`src/rtl/sdram_port_arbiter_pkg.sv`:
```
// sdram_arb_pkg: shared types and helpers for the SDRAM host-port arbiter.
// FSM state and operation encodings, pointer width, and a modulo helper
// for the round-robin search.
package sdram_arb_pkg;

  // Largest supported requester count. The pointer and index are sized for
  // it so that every configuration from 2 to 8 ports shares one width.
  localparam int NUM_PORTS_MAX = 8;
  localparam int PTR_WIDTH     = $clog2(NUM_PORTS_MAX);

  typedef enum logic [2:0] {
    IDLE      = 3'd0,
    ISSUE     = 3'd1,
    WAIT_ACC  = 3'd2,
    WAIT_DONE = 3'd3,
    WAIT_IDLE = 3'd4
  } state_e;

  typedef enum logic {
    OP_WR = 1'b0,
    OP_RD = 1'b1
  } op_e;

  // Port number reached by stepping 'offset' places from 'base', wrapping
  // at num_ports.
  function automatic logic [PTR_WIDTH-1:0] wrap_port(
    input logic [PTR_WIDTH-1:0] base,
    input int                   offset,
    input int                   num_ports
  );
    return PTR_WIDTH'((int'(base) + offset) % num_ports);
  endfunction

endpackage

```
`src/rtl/sdram_port_arbiter_if.sv`:
```
// sdram_port_arbiter_if: host-side bus of the SDRAM controller.
// master = the arbiter driving strobes/address/data, slave = the controller.
interface sdram_port_arbiter_if #(
  parameter int ADDR_WIDTH = 24,
  parameter int DATA_WIDTH = 16
);

  logic                  mem_wr_enable;
  logic                  mem_rd_enable;
  logic [ADDR_WIDTH-1:0] mem_addr;
  logic [DATA_WIDTH-1:0] mem_wdata;
  logic                  mem_busy;
  logic [DATA_WIDTH-1:0] mem_rd_data;
  logic                  mem_rd_ready;

  modport master (
    output mem_wr_enable, mem_rd_enable, mem_addr, mem_wdata,
    input  mem_busy, mem_rd_data, mem_rd_ready
  );

  modport slave (
    input  mem_wr_enable, mem_rd_enable, mem_addr, mem_wdata,
    output mem_busy, mem_rd_data, mem_rd_ready
  );

endinterface

```
`src/rtl/sdram_port_arbiter_rr_arbiter.sv`:
```
// rr_arbiter: combinational rotate-priority encoder.
// Default: search starts at ptr_i and wraps; first active request wins.
// With SDRAM_ARB_FIXED_PRIO_EN defined: fixed priority, port 0 highest,
// and the pointer input does not exist.
module rr_arbiter
  import sdram_arb_pkg::*;
#(
  parameter int NUM_PORTS = 2
) (
  input  logic [NUM_PORTS-1:0] req_i,
`ifndef SDRAM_ARB_FIXED_PRIO_EN
  input  logic [PTR_WIDTH-1:0] ptr_i,
`endif
  output logic [NUM_PORTS-1:0] grant_o,
  output logic [PTR_WIDTH-1:0] grant_idx_o,
  output logic                 grant_valid_o
);

`ifdef SDRAM_ARB_FIXED_PRIO_EN

  // Scan from the top so the lowest-numbered active port is left standing.
  always_comb begin
    grant_idx_o   = '0;
    grant_valid_o = 1'b0;
    for (int i = NUM_PORTS - 1; i >= 0; i--) begin
      if (req_i[i]) begin
        grant_idx_o   = PTR_WIDTH'(i);
        grant_valid_o = 1'b1;
      end
    end
  end

`else

  logic [NUM_PORTS_MAX-1:0] req_ext;
  logic [PTR_WIDTH-1:0]     cand;

  // Widen so a full-width candidate index never selects past the vector.
  assign req_ext = NUM_PORTS_MAX'(req_i);

  // Walk the ports starting at the pointer; the first active one wins.
  always_comb begin
    grant_idx_o   = '0;
    grant_valid_o = 1'b0;
    cand          = '0;
    for (int off = 0; off < NUM_PORTS; off++) begin
      cand = wrap_port(ptr_i, off, NUM_PORTS);
      if (!grant_valid_o && req_ext[cand]) begin
        grant_idx_o   = cand;
        grant_valid_o = 1'b1;
      end
    end
  end

`endif

  // Expand the winning index into a one-hot grant.
  always_comb begin
    for (int i = 0; i < NUM_PORTS; i++) begin
      grant_o[i] = grant_valid_o && (grant_idx_o == PTR_WIDTH'(i));
    end
  end

endmodule

```
`src/rtl/sdram_port_arbiter.sv`:
```
// sdram_port_arbiter: shares the SDRAM controller host port between
// NUM_PORTS requesters, one transaction outstanding at a time.
// Optional build macro SDRAM_ARB_FIXED_PRIO_EN selects strict fixed
// priority (port 0 highest) instead of round-robin.
module sdram_port_arbiter
  import sdram_arb_pkg::*;
#(
  parameter int NUM_PORTS  = 2,
  parameter int ADDR_WIDTH = 24,
  parameter int DATA_WIDTH = 16
) (
  input  logic                             clk,
  input  logic                             rst_n,
  input  logic [NUM_PORTS-1:0]             req_wr_i,
  input  logic [NUM_PORTS-1:0]             req_rd_i,
  input  logic [NUM_PORTS*ADDR_WIDTH-1:0]  req_addr_i,
  input  logic [NUM_PORTS*DATA_WIDTH-1:0]  req_wdata_i,
  output logic [NUM_PORTS-1:0]             req_ack_o,
  output logic [NUM_PORTS-1:0]             req_rvalid_o,
  output logic [DATA_WIDTH-1:0]            req_rdata_o,
  sdram_port_arbiter_if.master             mem
);

  state_e                state_q, state_d;
  op_e                   op_q;
  logic [NUM_PORTS-1:0]  grant_q;
  logic [NUM_PORTS-1:0]  ack_q;
  logic [NUM_PORTS-1:0]  rvalid_q;
  logic [ADDR_WIDTH-1:0] addr_q;
  logic [DATA_WIDTH-1:0] wdata_q;
  logic [DATA_WIDTH-1:0] rdata_q;

  logic [NUM_PORTS-1:0]  arb_req;
  logic [NUM_PORTS-1:0]  arb_grant;
  logic [PTR_WIDTH-1:0]  arb_idx;
  logic                  arb_valid;
  logic                  arb_go;
  logic                  rd_capture;
  logic [ADDR_WIDTH-1:0] sel_addr;
  logic [DATA_WIDTH-1:0] sel_wdata;

  assign arb_req = req_wr_i | req_rd_i;

`ifndef SDRAM_ARB_FIXED_PRIO_EN
  // First port searched in the next round: one past the last winner,
  // so the winner drops to lowest priority. Port 0 is searched first
  // after reset.
  logic [PTR_WIDTH-1:0] ptr_q;

  // Round-robin pointer register.
  always_ff @(posedge clk or negedge rst_n) begin
    if (!rst_n) begin
      ptr_q <= '0;
    end else if (arb_go) begin
      ptr_q <= wrap_port(arb_idx, 1, NUM_PORTS);
    end
  end
`endif

  rr_arbiter #(
    .NUM_PORTS (NUM_PORTS)
  ) u_rr_arbiter (
    .req_i         (arb_req),
`ifndef SDRAM_ARB_FIXED_PRIO_EN
    .ptr_i         (ptr_q),
`endif
    .grant_o       (arb_grant),
    .grant_idx_o   (arb_idx),
    .grant_valid_o (arb_valid)
  );

  // Arbitrate only when idle and the controller can take a command.
  assign arb_go     = (state_q == IDLE) && !mem.mem_busy && arb_valid;
  assign rd_capture = (state_q == WAIT_DONE) && (op_q == OP_RD) && mem.mem_rd_ready;

  // Pick the winner's address and write data from the packed buses.
  always_comb begin
    sel_addr  = '0;
    sel_wdata = '0;
    for (int i = 0; i < NUM_PORTS; i++) begin
      if (arb_grant[i]) begin
        sel_addr  = req_addr_i[i*ADDR_WIDTH +: ADDR_WIDTH];
        sel_wdata = req_wdata_i[i*DATA_WIDTH +: DATA_WIDTH];
      end
    end
  end

  // FSM state register.
  // NOTE: sequential state uses non-blocking (<=) so every register samples
  // pre-edge values; blocking here would create order-dependent races.
  always_ff @(posedge clk or negedge rst_n) begin
    if (!rst_n) begin
      state_q <= IDLE;
    end else begin
      state_q <= state_d;
    end
  end

  // FSM next-state logic.
  // NOTE: state_d gets a default before the case so no path leaves it
  // unassigned; otherwise synthesis would infer a latch.
  always_comb begin
    state_d = state_q;
    unique case (state_q)
      IDLE:      if (arb_go)                 state_d = ISSUE;
      ISSUE:                                 state_d = WAIT_ACC;
      WAIT_ACC:  if (mem.mem_busy)           state_d = WAIT_DONE;
      WAIT_DONE: begin
        if (op_q == OP_WR) begin
          if (!mem.mem_busy)                 state_d = IDLE;
        end else if (mem.mem_rd_ready) begin
          state_d = WAIT_IDLE;
        end
      end
      WAIT_IDLE: if (!mem.mem_busy)          state_d = IDLE;
      default:                               state_d = IDLE;
    endcase
  end

  // FSM outputs: the strobe is high for the single ISSUE cycle.
  always_comb begin
    mem.mem_wr_enable = (state_q == ISSUE) && (op_q == OP_WR);
    mem.mem_rd_enable = (state_q == ISSUE) && (op_q == OP_RD);
  end

  // Grant/transaction registers, ack pulse, and read-data return.
  // Write wins when a port asserts both; its read competes next round.
  always_ff @(posedge clk or negedge rst_n) begin
    if (!rst_n) begin
      grant_q  <= '0;
      op_q     <= OP_WR;
      addr_q   <= '0;
      wdata_q  <= '0;
      ack_q    <= '0;
      rvalid_q <= '0;
      rdata_q  <= '0;
    end else begin
      ack_q    <= '0;
      rvalid_q <= '0;
      if (arb_go) begin
        grant_q <= arb_grant;
        op_q    <= |(req_wr_i & arb_grant) ? OP_WR : OP_RD;
        addr_q  <= sel_addr;
        wdata_q <= sel_wdata;
        ack_q   <= arb_grant;
      end
      if (rd_capture) begin
        rdata_q  <= mem.mem_rd_data;
        rvalid_q <= grant_q;
      end
    end
  end

  assign mem.mem_addr  = addr_q;
  assign mem.mem_wdata = wdata_q;
  assign req_ack_o     = ack_q;
  assign req_rvalid_o  = rvalid_q;
  assign req_rdata_o   = rdata_q;

endmodule
```
`src/flat_wrapper.sv`:
```
// flat-port wrapper written by rule: the top's interface ports become plain ports
module sdram_port_arbiter_flat import sdram_arb_pkg::*;
#(
  parameter int NUM_PORTS  = 2,
  parameter int ADDR_WIDTH = 24,
  parameter int DATA_WIDTH = 16
)
  (clk, rst_n, req_wr_i, req_rd_i, req_addr_i, req_wdata_i, req_ack_o, req_rvalid_o, req_rdata_o, mem_mem_wr_enable, mem_mem_rd_enable, mem_mem_addr, mem_mem_wdata, mem_mem_busy, mem_mem_rd_data, mem_mem_rd_ready);
  sdram_port_arbiter_if #(.ADDR_WIDTH(ADDR_WIDTH), .DATA_WIDTH(DATA_WIDTH)) mem_i ();
  input  logic clk;
  input  logic rst_n;
  input  logic [NUM_PORTS-1:0] req_wr_i;
  input  logic [NUM_PORTS-1:0] req_rd_i;
  input  logic [NUM_PORTS*ADDR_WIDTH-1:0] req_addr_i;
  input  logic [NUM_PORTS*DATA_WIDTH-1:0] req_wdata_i;
  output logic [NUM_PORTS-1:0] req_ack_o;
  output logic [NUM_PORTS-1:0] req_rvalid_o;
  output logic [DATA_WIDTH-1:0] req_rdata_o;
  output wire logic [$bits(mem_i.mem_wr_enable)-1:0] mem_mem_wr_enable;
  output wire logic [$bits(mem_i.mem_rd_enable)-1:0] mem_mem_rd_enable;
  output wire logic [$bits(mem_i.mem_addr)-1:0] mem_mem_addr;
  output wire logic [$bits(mem_i.mem_wdata)-1:0] mem_mem_wdata;
  input wire logic [$bits(mem_i.mem_busy)-1:0] mem_mem_busy;
  input wire logic [$bits(mem_i.mem_rd_data)-1:0] mem_mem_rd_data;
  input wire logic [$bits(mem_i.mem_rd_ready)-1:0] mem_mem_rd_ready;
  assign mem_mem_wr_enable = mem_i.mem_wr_enable;
  assign mem_mem_rd_enable = mem_i.mem_rd_enable;
  assign mem_mem_addr = mem_i.mem_addr;
  assign mem_mem_wdata = mem_i.mem_wdata;
  assign mem_i.mem_busy = mem_mem_busy;
  assign mem_i.mem_rd_data = mem_mem_rd_data;
  assign mem_i.mem_rd_ready = mem_mem_rd_ready;
  sdram_port_arbiter #(.NUM_PORTS(NUM_PORTS), .ADDR_WIDTH(ADDR_WIDTH), .DATA_WIDTH(DATA_WIDTH)) u_core (.clk(clk), .rst_n(rst_n), .req_wr_i(req_wr_i), .req_rd_i(req_rd_i), .req_addr_i(req_addr_i), .req_wdata_i(req_wdata_i), .req_ack_o(req_ack_o), .req_rvalid_o(req_rvalid_o), .req_rdata_o(req_rdata_o), .mem(mem_i));
endmodule
```
`config.mk`:
```
export PLATFORM = sky130hd
export DESIGN_NAME = sdram_port_arbiter_flat
export DESIGN_NICKNAME = d
export VERILOG_FILES = /design/src/rtl/sdram_port_arbiter_pkg.sv /design/src/rtl/sdram_port_arbiter_if.sv /design/src/rtl/sdram_port_arbiter_rr_arbiter.sv /design/src/rtl/sdram_port_arbiter.sv /design/src/flat_wrapper.sv
export SDC_FILE = /design/constraint.sdc
export NUM_CORES = 1
export LEC_CHECK = 0
export CAP_MARGIN = 20
export CORE_MARGIN = 1
export CORE_UTILIZATION = 37
export CTS_CLUSTER_DIAMETER = 120
export CTS_CLUSTER_SIZE = 20
export DETAILED_ROUTE_END_ITERATION = 6
export PLACE_DENSITY = 0.85
export SYNTH_ARGS = -nofsm -noshare
export SYNTH_HDL_FRONTEND = slang
export SYNTH_SLANG_ARGS = --single-unit
```
`constraint.sdc`:
```
create_clock -name clk -period 1.7 [get_ports clk]
set_input_delay 0.425 -clock clk [delete_from_list [all_inputs] [get_ports clk]]
set_output_delay 0.425 -clock clk [all_outputs]
set_load 0.01 [all_outputs]
```
* Word-level counts from Yosys, hierarchy flattened
Cells that the tools add are included.
** Storage, ports and cells
- Bits in registers :: 67
- Word-level logic and storage cells :: 61
- Input bits :: 104
- Output and inout port bits :: 62
** Operators by class
- Reduce and logical (&&, ||, !) cells :: 15
- Mux-type cells :: 21
- Equality and inequality tests :: 8
- Add/sub/neg operators :: 2
- $lt $le $gt $ge :: 2
- Bitwise gates (word level) :: 4
** Operators by type and width (number)
- $mux 24 :: 2
- $mux 16 :: 2
- $mux 3 :: 6
- $pmux 3 s5 :: 1
- $logic_and 1x1->1 :: 9
- $mux 1 :: 7
- $eq 3x1->1 const B :: 2
- $eq 3x2->1 const B :: 2
- $logic_not 3->1 :: 2
- $lt 1x4->1 const B :: 1
- $lt 3x4->1 const B :: 1
- $mux 2 :: 2
- $eq 3x3->1 const B :: 1
- $ne 3x3->1 const B :: 1
- $reduce_and 3->1 :: 1
- $add 1x1->1 const B :: 2
- $and 2x2->2 :: 1
- $bmux 1 s2 :: 1
- $logic_not 1->1 :: 2
- $ne 2x1->1 const B :: 1
- $ne 2x2->1 const B :: 1
- $or 2x2->2 :: 1
- $reduce_or 2->1 :: 1
- $and 1x1->1 const A :: 1
- $not 1->1 :: 1

* Logic depth before layout (Yosys ltp)
- Depth in word-level cells :: 12
- Mapped depth :: 6
- Gate-level depth less buffers :: 3

* Modules after synthesis
Synthesis repeated with hierarchy kept, for this count alone.
** Second synthesis, totals
- Cells, all modules :: 219
- Area, all modules :: 3214.3 um^2
** Modules (own cells, without submodules)
- sdram_port_arbiter :: area an instance 3163.0 um^2, instances 1, cells each 211
- rr_arbiter :: area an instance 51.3 um^2, instances 1, cells each 8

* Worst setup path after synthesis
No wires, ideal clock.
- Path kind :: in2reg
- Start :: input port req_rd_i[0]
- End :: register u_core.state_q[0]
- Data arrival time :: 1.597 ns
- Required time :: 1.574 ns
- Setup slack :: -0.023 ns
- Stages :: 5
- Cell sequence :: or4_1 buf_2 and2_1 buf_6 a311o_1
** On the way
- Longest elaborated chain between the ends :: 10
- Elaborated cells on any way between the ends :: 12
- Those cells by class :: eq/ne (1); mux (6); bitwise (1); reduce/logical (4)
** RTL lines
- start: declaration :: RTL line flat_wrapper.sv:13 : input logic [NUM_PORTS-1:0] req_rd_i;
- $or 2x2->2 (*) :: RTL line sdram_port_arbiter.sv:42 : assign arb_req = req_wr_i | req_rd_i;
- $mux 1 (not written as such) (2 in a row) :: RTL line sdram_port_arbiter_rr_arbiter.sv:48 : if (!grant_valid_o && req_ext[cand]) begin
- $mux 1 :: RTL line sdram_port_arbiter_rr_arbiter.sv:48
- $logic_not 1->1 :: RTL line sdram_port_arbiter_rr_arbiter.sv:48
- $logic_and 1x1->1 :: RTL line sdram_port_arbiter_rr_arbiter.sv:48
- $mux 1 (*) :: RTL line sdram_port_arbiter_rr_arbiter.sv:48
- $logic_and 1x1->1 (*) :: RTL line sdram_port_arbiter.sv:73 : assign arb_go = (state_q == IDLE) && !mem.mem_busy && arb_valid;
- $ne 2x1->1 (no line) (*)
- $reduce_and 3->1 (no line) (*)
- end signal: assignment :: RTL line sdram_port_arbiter.sv:95 : state_q <= state_d;
- end: declaration :: RTL line sdram_port_arbiter.sv:24 : state_e state_q, state_d;
Every way passes the cells marked *; elsewhere a longest branch is shown, timed or not. The select of a mux whose other input is x is not followed.
A chain may end at the register's enable or synchronous reset.

* Worst setup path in the final report
- Start :: input port req_wr_i[1]
- End :: register u_core.wdata_q[1] (netlist: u_core.mem.mem_wdata[1])
** On the way
- Longest elaborated chain between the ends :: 11
- Elaborated cells on any way between the ends :: 18
- Those cells by class :: eq/ne (1); mux (10); bitwise (1); reduce/logical (6)
** RTL lines
- start: declaration :: RTL line flat_wrapper.sv:12 : input logic [NUM_PORTS-1:0] req_wr_i;
- $or 2x2->2 (*) :: RTL line sdram_port_arbiter.sv:42
- $mux 1 (not written as such) (2 in a row) :: RTL line sdram_port_arbiter_rr_arbiter.sv:48
- $mux 1 :: RTL line sdram_port_arbiter_rr_arbiter.sv:48
- $logic_not 1->1 :: RTL line sdram_port_arbiter_rr_arbiter.sv:48
- $logic_and 1x1->1 :: RTL line sdram_port_arbiter_rr_arbiter.sv:48
- $mux 3 :: RTL line sdram_port_arbiter_rr_arbiter.sv:48
- $logic_not 3->1 :: RTL line sdram_port_arbiter_rr_arbiter.sv:60 : grant_o[i] = grant_valid_o && (grant_idx_o == PTR_WIDTH'(i));
- $logic_and 1x1->1 :: RTL line sdram_port_arbiter_rr_arbiter.sv:60
- $mux 16 (2 in a row) :: RTL line sdram_port_arbiter.sv:81 : if (arb_grant[i]) begin
- end signal: assignment :: RTL line sdram_port_arbiter.sv:144 : wdata_q <= sel_wdata;
- end: declaration :: RTL line sdram_port_arbiter.sv:30 : logic [DATA_WIDTH-1:0] wdata_q;
Marks and branches as above.

==> results.cfg <==
[hold_path]
worst_hold_path_type = input port to async pin

[critical_path]
setup.reg_to_reg.worst_slack_ns = 0.06
crit_path_end = u_core.mem.mem_wdata[1]
worstPathArrival_ns = 1.88
startpoint = req_wr_i[1]
ff2ff_path_depth = 5
critical_path.reg2reg.startpoint = u_core.state_q[2]
crit_required_ns = 1.89
timing.rr.end = u_core.mem.mem_addr[8]
path_max_fanout = 20
startpoint_type = input port
worstSetupEndpointType = register
critical_path_class = input port to register

[routing]
avgViaCountPerCell = 5.29
routed_wl_mm = 10.1
routed-via-count = 3205
wl_per_cell_um = 16.7
drcViolationCount = 11
firstDrtPassIters = 6
route.antenna.remaining_nets = 0
detail_route.iter0.violations = 178

[layout]
area_growth_syn_to_layout_pct = 71.3
drive_above_1_share_pct = 23.3
antenna_cells_inserted = 0
nets = 597
fillers = 697
multi_input_area_sq_mm = 0.00163
register_area_sq_mm = 0.00168

[die]
chipHeight_um = 98.0
initial_utilization_pct = 38.7
floorplan.die.width_um = 98.0
core.rowCount = 34
die_area_sq_mm = 0.00960
core_sq_mm = 0.00881
io_pins = 166

[clock_tree]
clk_transition_reported_paths_ns = 0.07
cts-hold-fix-buffers = 0
clock_path_buffers = 2
cts.sinks = 67
h-tree-depth = 3
clock_tree_from_tritoncts = done
cts.root.buffer_cell = clkbuf_8
num_cts_buffers = 9
clk-insertion-delay-late_ns = 0.33

[global_route]
number_of_antenna_violations_at_the_first_check_in_global_routing = 0
grt_use_total_pct = 21.4
grt_start_max_net_pins = 68
via_count_of_the_first_global_routing_pass = 3364
global_route_wire_length_before_repair_mm = 16.2
globalRouteOverflowTotal = 0

[synthesis]
syn_area_per_cell_sq_um = 10.8
postSynth.asyncResetShare_pct = 100
synth_nets = 420
yosys_warnings = 0
yosys_reg_bits = 67
synthCells = 316
yosys_most_used_dff = dfrtp_1
sequential_element_share_of_the_synthesized_area_pct = 49.2
synthDistinctLibCells = 35
synth_edf_count = 0
syn_area_sq_mm = 0.00341

[timing]
setup_violations = 0
fin_tns_setup_ns = 0
timing_hold_violations_final = 0
worst-slew-pin-transition_ns = 0.354
rsz0062_at_grt = true
post-route-period-util_pct = 99.4
min_cycle_time_layout_ns = 1.69
max_freq_mhz = 592
timing.final.max_slew_violations = 0
skew_ns = 0.0124
slew_headroom_pct = 76.2

[power]
total_power_mw = 9.14
pwr_density_cell_mw_per_mm2 = 1570
leakage_nw = 2.50
vdd_ir_max_mv = 0.655

[run]
maxCapViolations = 0

[placement]
numPortBuffers = 165
finalWeightedCongestion = 0.751
post-dp-hpwl_mm = 7.26

[outcome]
violated_checks = design-rule violations
outcome = finished, violations left
flip-flops by register name, summed over array words and instances (netlist names):
signal	count
u_core.op_q	1
u_core.req_ack_o	2
u_core.mem.mem_wdata	16
u_core.ptr_q	1
u_core.mem.mem_addr	24
u_core.req_rvalid_o	2
u_core.state_q	3
u_core.req_rdata_o	16
u_core.grant_q	2
worst min path at each step:
stage               startpoint                      to  slack, ns  depth (start not counted)
finish                   rst_n   u_core.req_rdata_o[2]       0.09                          2
global route             rst_n  u_core.mem.mem_addr[5]       0.13                          2
detailed placement       rst_n   u_core.req_rdata_o[6]       0.47                          2
CTS                      rst_n   u_core.req_rdata_o[6]       0.11                          2
floorplan                rst_n       u_core.grant_q[0]       0.13                          0
global placement         rst_n   u_core.req_rdata_o[4]       0.47                          2
cell usage after synthesis, types with 2 or more instances:
cell type,number,area [sq um]
inv_1,6,22.5
a21oi_1,42,210
buf_6,7,78.8
clkbuf_1,24,90.1
buf_2,2,10.0
mux2_4,7,105
a31oi_1,2,12.5
dfrtp_1,67,1680
nor2_1,3,11.3
nand2_1,3,11.3
nand3_1,41,205
mux2_1,9,101
o21ai_0,42,210
a31oi_2,40,500
kinds of logic after synthesis:
| logic type | synth area share, % |
|---|---|
| AO/OA/AOI/OAI | 29.4 |
| AND/OR/NAND/NOR | 9.29 |
| multiplexers | 6.06 |
| buffers and inverters | 6.02 |
| flip-flops | 49.2 |
layout by cell type, fill, tap and decap left out, drive strengths merged:
master and count:
a21boi 1, a21o 1, a21oi 42, a311o 1
a31oi 42, and2 1, buf 36, bufinv 3
clkbuf 14, clkdlybuf4s50 129, clkinv 1, dfrtp 67
dlygate4sd2 1, dlymetal6s2s 32, inv 6, mux2 16
nand2 3, nand2b 2, nand3 41, nand3b 1
nor2 3, nor3 1, nor3b 1, nor4 2
o21a 1, o21ai 43, o21ba 1, o21bai 1
o22ai 1, o41ai 1, or2 1, or3 1
or4 1
power by group:
group	total (mW)	switching [mW]	internal (mW)
clock	1.67	0.579	1.09
sequential	2.80	0.438	2.36
combinational	4.67	2.07	2.60
total	9.14	3.09	6.05
what timing repair did:
action,4_1_cts,5_1_grt
endpoints found under the setup margin,3,74
pin swaps,0,3
gates resized for setup,12,48
buffers inserted,0,1
cloned,0,2
routing by layer:
| layer | vias to the layer above | GRT usage (%) | share of wire, % |
|---|---|---|---|
| met5 | - | 0 | 0 |
| met4 | 0 | 8.28 | 1.2 |
| met3 | 10 | 4.65 | 6.4 |
| met2 | 119 | 37.2 | 52 |
| met1 | 1550 | 25.7 | 40 |
| li1 | 1526 | - | - |
final cells by class:
| type | instances | area share [%] |
|---|---|---|
| well taps | 108 | 2.32 |
| multi-input cells | 209 | 27.9 |
| inverters | 6 | 0.386 |
| clock buffers | 12 | 2.83 |
| repair buffers | 200 | 36.2 |
| flip-flops and latches | 67 | 28.7 |
| clock inverters | 4 | 1.63 |
worst max-delay path, cell delays in order:
cell and delay [ns]:
clkdlybuf4s50_1 0.44, or4_4 0.46, buf_4 0.24, a21oi_1 0.27, a31oi_4 0.04
through the flow:
stage                     setup slack (ns)  cells  area, sq um  utilization (%)  hold slack (ns)
after floorplan                   -0.00344    316         3420                -            0.129
after global placement              -0.302    587         5360             60.8            0.467
after detailed placement            -0.359    587         5360             60.8            0.472
after CTS                        -0.000606    603         5610             63.7            0.114
after global routing               -0.0266    606         5840             66.3            0.126
final                               0.0102    606         5840             66.3           0.0937
Note: power is estimated with default switching activity, not from simulation.
